==> src/rtl/wb_regfile_pkg.sv <==
// rtl/wb_regfile_pkg.sv - shared widths and constants for the write-back stage and register file
//
// Purpose : one place for the register file geometry and the write-enable encoding,
//           plus a helper that decides whether a WB entry really updates a register.
// Ports   : none (package).

package wb_regfile_pkg;

    localparam int DATA_WIDTH = 32;
    localparam int REG_ADDR_W = 5;
    localparam int REG_NUM    = 32;
    localparam int CNT_WIDTH  = 32;

    localparam logic [DATA_WIDTH-1:0] ZERO          = '0;
    localparam logic                  WRITE_ENABLE  = 1'b1;
    localparam logic                  WRITE_DISABLE = 1'b0;
    localparam logic [REG_ADDR_W-1:0] X0_ADDR       = '0;

    // An entry only touches architectural state when it asks for a write and does
    // not target x0; everything else is dropped at commit and never forwarded.
    function automatic logic is_reg_write(input logic we, input logic [REG_ADDR_W-1:0] addr);
        return (we == WRITE_ENABLE) && (addr != X0_ADDR);
    endfunction

endpackage

==> src/rtl/regfile_array.sv <==
// rtl/regfile_array.sv - 32-entry integer register storage, one write port, two read ports
//
// Purpose : architectural register array with synchronous clear and x0 hardwired to zero.
// Ports   : clk_i, rst_i          - clock, synchronous active-high clear of every entry
//           we_i, waddr_i, wdata_i - synchronous write port (x0 writes ignored)
//           raddr1_i/rdata1_o      - combinational read port 1
//           raddr2_i/rdata2_o      - combinational read port 2

module regfile_array
    import wb_regfile_pkg::*;
(
    input  logic                  clk_i,
    input  logic                  rst_i,
    input  logic                  we_i,
    input  logic [REG_ADDR_W-1:0] waddr_i,
    input  logic [DATA_WIDTH-1:0] wdata_i,
    input  logic [REG_ADDR_W-1:0] raddr1_i,
    input  logic [REG_ADDR_W-1:0] raddr2_i,
    output logic [DATA_WIDTH-1:0] rdata1_o,
    output logic [DATA_WIDTH-1:0] rdata2_o
);

    logic [DATA_WIDTH-1:0] mem [REG_NUM];

    always_ff @(posedge clk_i) begin
        if (rst_i) begin
            for (int i = 0; i < REG_NUM; i++) begin
                mem[i] <= ZERO;
            end
        end else if (we_i && (waddr_i != X0_ADDR)) begin
            mem[waddr_i] <= wdata_i;
        end
    end

    // x0 is forced on the read side so the array itself never needs a special entry.
    assign rdata1_o = (raddr1_i == X0_ADDR) ? ZERO : mem[raddr1_i];
    assign rdata2_o = (raddr2_i == X0_ADDR) ? ZERO : mem[raddr2_i];

endmodule

==> src/rtl/wb_regfile.sv <==
// rtl/wb_regfile.sv - RV32I write-back stage and integer register file
//
// Purpose : accepts one execute result per cycle through a valid/ready handshake,
//           holds it for one write-back cycle, then commits it to the register array.
//           Counts committed register writes. Optional WB->read bypass under the
//           WB_BYPASS_EN macro (default build: reads see array contents only).
// Ports   : clk_i, rst_i                         - clock, synchronous active-high reset
//           ex_valid_i, ex_ready_o               - result handshake
//           reg_we_i, reg_waddr_i, reg_wdata_i   - result triple
//           hold_i                               - downstream stall, freezes the WB entry
//           raddr1_i/rdata1_o, raddr2_i/rdata2_o - combinational decode read ports
//           wb_busy_o                            - WB entry not yet committed
//           retired_o                            - committed register writes (wraps)

module wb_regfile
    import wb_regfile_pkg::*;
(
    input  logic                  clk_i,
    input  logic                  rst_i,
    input  logic                  ex_valid_i,
    output logic                  ex_ready_o,
    input  logic                  reg_we_i,
    input  logic [REG_ADDR_W-1:0] reg_waddr_i,
    input  logic [DATA_WIDTH-1:0] reg_wdata_i,
    input  logic                  hold_i,
    input  logic [REG_ADDR_W-1:0] raddr1_i,
    input  logic [REG_ADDR_W-1:0] raddr2_i,
    output logic [DATA_WIDTH-1:0] rdata1_o,
    output logic [DATA_WIDTH-1:0] rdata2_o,
    output logic                  wb_busy_o,
    output logic [CNT_WIDTH-1:0]  retired_o
);

    logic                  wb_valid;
    logic                  wb_we;
    logic [REG_ADDR_W-1:0] wb_addr;
    logic [DATA_WIDTH-1:0] wb_data;

    logic                  accept;
    logic                  commit;
    logic                  commit_write;
    logic [DATA_WIDTH-1:0] arr_rdata1;
    logic [DATA_WIDTH-1:0] arr_rdata2;

    // A free slot, or a slot that drains this edge, can take a new result.
    assign ex_ready_o   = !wb_valid || !hold_i;
    assign accept       = ex_valid_i && ex_ready_o;
    assign commit       = wb_valid && !hold_i;
    assign commit_write = commit && is_reg_write(wb_we, wb_addr);

    always_ff @(posedge clk_i) begin
        if (rst_i) begin
            wb_valid  <= 1'b0;
            wb_we     <= WRITE_DISABLE;
            wb_addr   <= X0_ADDR;
            wb_data   <= ZERO;
            retired_o <= '0;
        end else begin
            if (accept) begin
                wb_valid <= 1'b1;
                wb_we    <= reg_we_i;
                wb_addr  <= reg_waddr_i;
                wb_data  <= reg_wdata_i;
            end else if (commit) begin
                wb_valid <= 1'b0;
            end
            if (commit_write) begin
                retired_o <= retired_o + {{(CNT_WIDTH-1){1'b0}}, 1'b1};
            end
        end
    end

    regfile_array u_array (
        .clk_i    (clk_i),
        .rst_i    (rst_i),
        .we_i     (commit_write),
        .waddr_i  (wb_addr),
        .wdata_i  (wb_data),
        .raddr1_i (raddr1_i),
        .raddr2_i (raddr2_i),
        .rdata1_o (arr_rdata1),
        .rdata2_o (arr_rdata2)
    );

`ifdef WB_BYPASS_EN
    // Forward only the registered WB entry, never the raw ex_* inputs, so there is
    // no path from hold_i or ex_valid_i to the read data.
    always_comb begin
        rdata1_o = arr_rdata1;
        rdata2_o = arr_rdata2;
        if (wb_valid && is_reg_write(wb_we, wb_addr) && (wb_addr == raddr1_i)) begin
            rdata1_o = wb_data;
        end
        if (wb_valid && is_reg_write(wb_we, wb_addr) && (wb_addr == raddr2_i)) begin
            rdata2_o = wb_data;
        end
    end
`else
    assign rdata1_o = arr_rdata1;
    assign rdata2_o = arr_rdata2;
`endif

    assign wb_busy_o = wb_valid;

endmodule

==> config.mk <==
export PLATFORM = sky130hd
export DESIGN_NAME = wb_regfile
export DESIGN_NICKNAME = d
export VERILOG_FILES = /design/src/rtl/wb_regfile_pkg.sv /design/src/rtl/regfile_array.sv /design/src/rtl/wb_regfile.sv
export SDC_FILE = /design/constraint.sdc
export NUM_CORES = 2
export LEC_CHECK = 0
export BUFFER_PORTS_ARGS = -buffer_cell sky130_fd_sc_hd__buf_2
export CAP_MARGIN = 20
export CORE_ASPECT_RATIO = 1.2
export CORE_MARGIN = 3
export CORE_UTILIZATION = 41
export CTS_BUF_LIST = sky130_fd_sc_hd__clkbuf_8 sky130_fd_sc_hd__clkbuf_16
export DETAILED_ROUTE_END_ITERATION = 12
export HOLD_SLACK_MARGIN = 0.02
export SYNTH_ARGS = -nofsm -noshare
export SYNTH_HDL_FRONTEND = slang
export SYNTH_SLANG_ARGS = --single-unit
==> constraint.sdc <==
create_clock -name clk_i -period 4.67 [get_ports clk_i]
set_input_delay 0.467 -clock clk_i [delete_from_list [all_inputs] [get_ports clk_i]]
set_output_delay 0.467 -clock clk_i [all_outputs]
set_load 0.03 [all_outputs]
# After elaboration in Yosys (flattened, before gate mapping)
# Memory sizes are Yosys's and may differ from the RTL's.
# Cells that the tools add are included.
word_totals:
  ff_bits: 71
  ram_bits: 1024
  in_bits: 52
  out_inout_bits: 98
  word_cells: 32
  memories: 1
mem_list:
  columns: ["memory", "depth", "word_bits", "rd", "rd_clocked_by_memory_dff", "write_ports", "line_no", "source"]
  rows:
  - ["u_array.mem", 32, 32, 2, 0, 32, "regfile_array.sv:23", "logic [DATA_WIDTH-1:0] mem [REG_NUM];"]
op_classes:
  add_sub_neg: 1
  mux: 12
  n_reduce_logical: 13
ops:
  columns: ["operator", "n"]
  rows:
  - ["$mux W32", 3]
  - ["$add A32 B1 Y32 const B", 1]
  - ["$reduce_or A32 Y1", 1]
  - ["$logic_not A5 Y1", 2]
  - ["$mux W1", 8]
  - ["$logic_and A1 B1 Y1", 5]
  - ["$mux W5", 1]
  - ["$reduce_bool A5 Y1", 1]
  - ["$logic_not A1 Y1", 2]
  - ["$reduce_bool A2 Y1", 1]
  - ["$logic_or A1 B1 Y1", 1]

# Logic depth before layout (Yosys ltp)
logic_depth:
  ltp_word: 9
  depth_mapped: 8
  depth_no_buf: 5

# Cells and area by module
# A second synthesis with hierarchy kept.
hier_totals:
  cells_unflattened: 3864
  hier_area_um2: 57266.2
by_module_without_submodules:
  columns: ["mod", "instances", "cells_each", "area_per_inst_um2", "seq_area_each_um2"]
  rows:
  - ["regfile_array", 1, 3502, 54253.3, 30749.5]
  - ["wb_regfile", 1, 362, 3012.9, 1421.4]

# Worst setup path before layout
# OpenSTA, ideal clock, no wires.
synth_path:
  kind: "input to output"
  start: "input port raddr1_i[0]"
  end: "output port rdata1_o[10]"
  arrival_ps: 2409
  t_required_ps: 4203
  slack_ps: 1794
  cell_stages: 7
  n_path_buf: 4
  cell_sequence: "buf_2 -> buf_2 -> buf_2 -> buf_2 -> mux2i_1 -> a21o_1 -> a221oi_1"
synth_between:
  elab_chain_cells: 2
  elab_cells_between_ends: 3
  classes_between: "mux: 1; reduce/logical: 1; memory: 1"
synth_lines:
  columns: ["element", "line_no", "source"]
  rows:
  - ["start, declared", "wb_regfile.sv:26", "input logic [REG_ADDR_W-1:0] raddr1_i,"]
  - ["$mem_v2 Z32 W32 or $logic_not A5 Y1 (tied branches)", null, null]
  - ["$mux W32 (*)", "regfile_array.sv:36", "assign rdata1_o = (raddr1_i == X0_ADDR) ? ZERO : mem[raddr1_i];"]
  - ["end, declared", "wb_regfile.sv:28", "output logic [DATA_WIDTH-1:0] rdata1_o,"]
# Every way passes the cells marked *; elsewhere a longest branch is shown, timed or not.

# Worst setup path after layout
layout_path:
  start: "input port raddr2_i[1]"
  end: "output port rdata2_o[13]"
layout_between:
  elab_chain_cells: 2
  elab_cells_between_ends: 3
  classes_between: "mux: 1; reduce/logical: 1; memory: 1"
layout_lines:
  columns: ["element", "line_no", "source"]
  rows:
  - ["start, declared", "wb_regfile.sv:27", "input logic [REG_ADDR_W-1:0] raddr2_i,"]
  - ["$mem_v2 Z32 W32 or $logic_not A5 Y1 (tied branches)", null, null]
  - ["$mux W32 (*)", "regfile_array.sv:37", "assign rdata2_o = (raddr2_i == X0_ADDR) ? ZERO : mem[raddr2_i];"]
  - ["end, declared", "wb_regfile.sv:29", "output logic [DATA_WIDTH-1:0] rdata2_o,"]
# Marked as above.

==> results.yml <==
global_routing:
  grt_pass1_vias: 35690
  antenna_found_initial: 7
  grt_use_total_pct: 24.43
  grt_pass1_wl_mm: 254.5
  grt-ovfl-total: 0
  grt_start_max_net_pins: 75
sta:
  setup_viol: 0
  fin_setup_tns_ns: 0
  tightest_slew_ns: 1.152
  hold_violations: 0
  period_needed_ns: 4.035
  whs_ns: 0.09744
  rsz0062_at_grt: "no"
  clock_skew_ns: 0.04627
  period_share_pct: 86.41
  report.final.slew_viol_count: 0
  fmax_mhz: 247.8
  slew_headroom_pct: 23.01
worst_setup_path:
  end_kind: "output pin"
  critical_path_class: "input port to output pin"
  setup.worst_path.start_class: "input port"
  cp_max_fo: 74
  worstPathArrival_ns: 3.57
  required_ns: 4.20
power_and_ir_drop:
  p_int_w: 0.01713
  power.density_mw_per_mm2: 352.4
  fin_total_pwr_w: 0.02285
  seqPwrFrac_pct: 49.3
  pwr-share-comb_pct: 11.1
  switching_share_pct: 25.03
  clock_power_share_pct: 39.6
  switching_power_w: 0.005719
  p_leak_nw: 23.73
  ir_worst_vdd_uv: 305.3
cts:
  tritoncts: "built"
  ctsHtreeMaxLevel: 3
  cts_root_buf: "clkbuf_16"
  post_cts_buffers: 0
  cts_sinks: 1095
  clkLatencyLatePin_ns: 0.75
  cts_buffers: 111
  cts.path.max_buffers: 3
  path_clk_slew_ns: 0.06
yosys:
  synth.avg_cell_area_um2: 14.99
  async_flop_share_pct: 0
  ys_seq_area_share_pct: 56.12
  ys_warn_count: 0
  synth_seq_cells: 1095
  synth_top_area_share_pct: 53.64
  yosys.area.top_type: "edfxtp_1"
  ys_top_cells_by_area: "edfxtp_1, mux4_2, and2_1"
  syn-instance-count: 3825
  synth_ff_type: "edfxtp_1"
  synth_edf_count: 1024
  synth.distinct_cells: 46
  netlist_area_mm2: 0.05732
job:
  drv_cap: 0
floorplanning:
  rows: 149
  core-area_mm2: 0.1381
  initial_core_util_pct: 41.49
  die_h_um: 415.6
  ios: 150
  die_w_um: 347.3
  dieArea_mm2: 0.1443
route:
  detail-route-antenna-nets: 0
  routedWlPerCell_um: 30.41
  drt_iter0_drc: 3659
  routed_wl_mm: 177.4
  drc: 0
  vias_per_cell: 5.986
  first_pass_iters: 6
  via_count: 34930
place:
  numPlacedInstances: 5572
  portBuffers: 149
  hpwlAfterDp_mm: 109.7
  gp_congestion: 0.8281
finish:
  multi_input_area_mm2: 0.02370
  final_common_cell: "edfxtp_1"
  layout_common_cells: "edfxtp_1, and2_1, mux4_2"
  area_growth_pct: 13.11
  fin_nets: 3976
  final_util_pct: 46.94
  regArea_mm2: 0.03217
  final_cells: 5835
  drive_above_1_share_pct: 27.72
  num-fill-cells: 11810
outcome:
  status: "completed"
hold_path:
  hold_class: "input port to register"
==> registers in the layout, indices dropped and copies added (netlist names) <==
signal       cells
wb_we            1
wb_addr          5
wb_data         32
wb_busy_o        1
retired_o       32
u_array.mem   1024
==> metal layers <==
layer	track usage, %	vias up	routed length, um
li1	-	14770	-
met1	32.05	18280	68890
met2	40.12	1539	86540
met3	4.768	332	15190
met4	9.714	4	6777
met5	0	-	32
==> area by class of cell <==
class	count	area share, %
sequential	1095	49.62
multi-input combinational	2352	36.55
clock buffer	124	4.664
timing repair buffer	358	4.606
tap	1812	3.497
clock inverter	85	1.025
inverter	5	0.02895
antenna	4	0.01544
==> logic make-up after synthesis <==
group	share of synthesized area (%)
adder cells (fa/ha/maj)	0.02182
multiplexers	23.59
buffers and inverters	3.034
other	0.006542
XOR/XNOR	0.4126
flip-flops	56.12
AO/OA/AOI/OAI	3.196
AND/OR/NAND/NOR	13.61
==> synthesized netlist by cell type (all sizes together) (2+ instances only) <==
library cell	number
dfxtp	71
a221oi	106
edfxtp	1024
nor4b	2
mux2i	171
nand3b	5
inv	5
mux2	25
nand2	91
a21o	42
and4	3
nand3	10
o211ai	2
or3	5
xor2	2
and3	4
nor2b	7
and2	995
nand4	6
buf	130
nor3	6
o21ai	23
or2	36
mux4	512
clkbuf	274
nor4	17
xnor2	25
a21oi	84
nor2	134
==> worst paths after layout <==
kind | startpoint | end | slack [ns] | cells after the start
setup / recovery | raddr2_i[1] | rdata2_o[13] | 0.63 | 7
hold / removal | rst_i | retired_o[27] | 0.1 | 2
setup reg to reg | wb_busy_o | u_array.mem[14][1] | 1.26 | 6
hold reg to reg | wb_data[1] | wb_data[1] | 0.46 | 2
==> stage by stage <==
| step | worst slack, ns | cell area [um2] |
|---|---|---|
| final | 0.6348 | 64840 |
| after floorplan | 1.794 | 57440 |
| after global routing | 0.5728 | 64830 |
| after global placement | 0.7414 | 60330 |
| after detailed placement | 0.7348 | 60420 |
| after CTS | 0.7248 | 64470 |
==> worst max-delay path, stage by stage <==
cell	delay, ns
buf_8	0.68
buf_4	0.46
mux4_2	0.35
mux2_2	0.32
o21ai_0	0.64
a21oi_1	0.29
buf_2	0.28
==> power by group through the flow <==
stage	clock [W]	combinational (W)	sequential, W
final	0.00905	0.00254	0.0113
after global routing	0.00954	0.00266	0.0113
after CTS	0.00918	0.00245	0.0113
after detailed placement	0	0.00242	0.0115
after global placement	0	0.00240	0.0115
after floorplan	0	0.00161	0.0113
==> timing repair <==
action | 4_1_cts | 5_1_grt
gates resized for setup | 0 | 0
endpoints found under the hold margin | 36 | 0
hold buffers | 36 | 0
(Power assumes the default switching activity.)
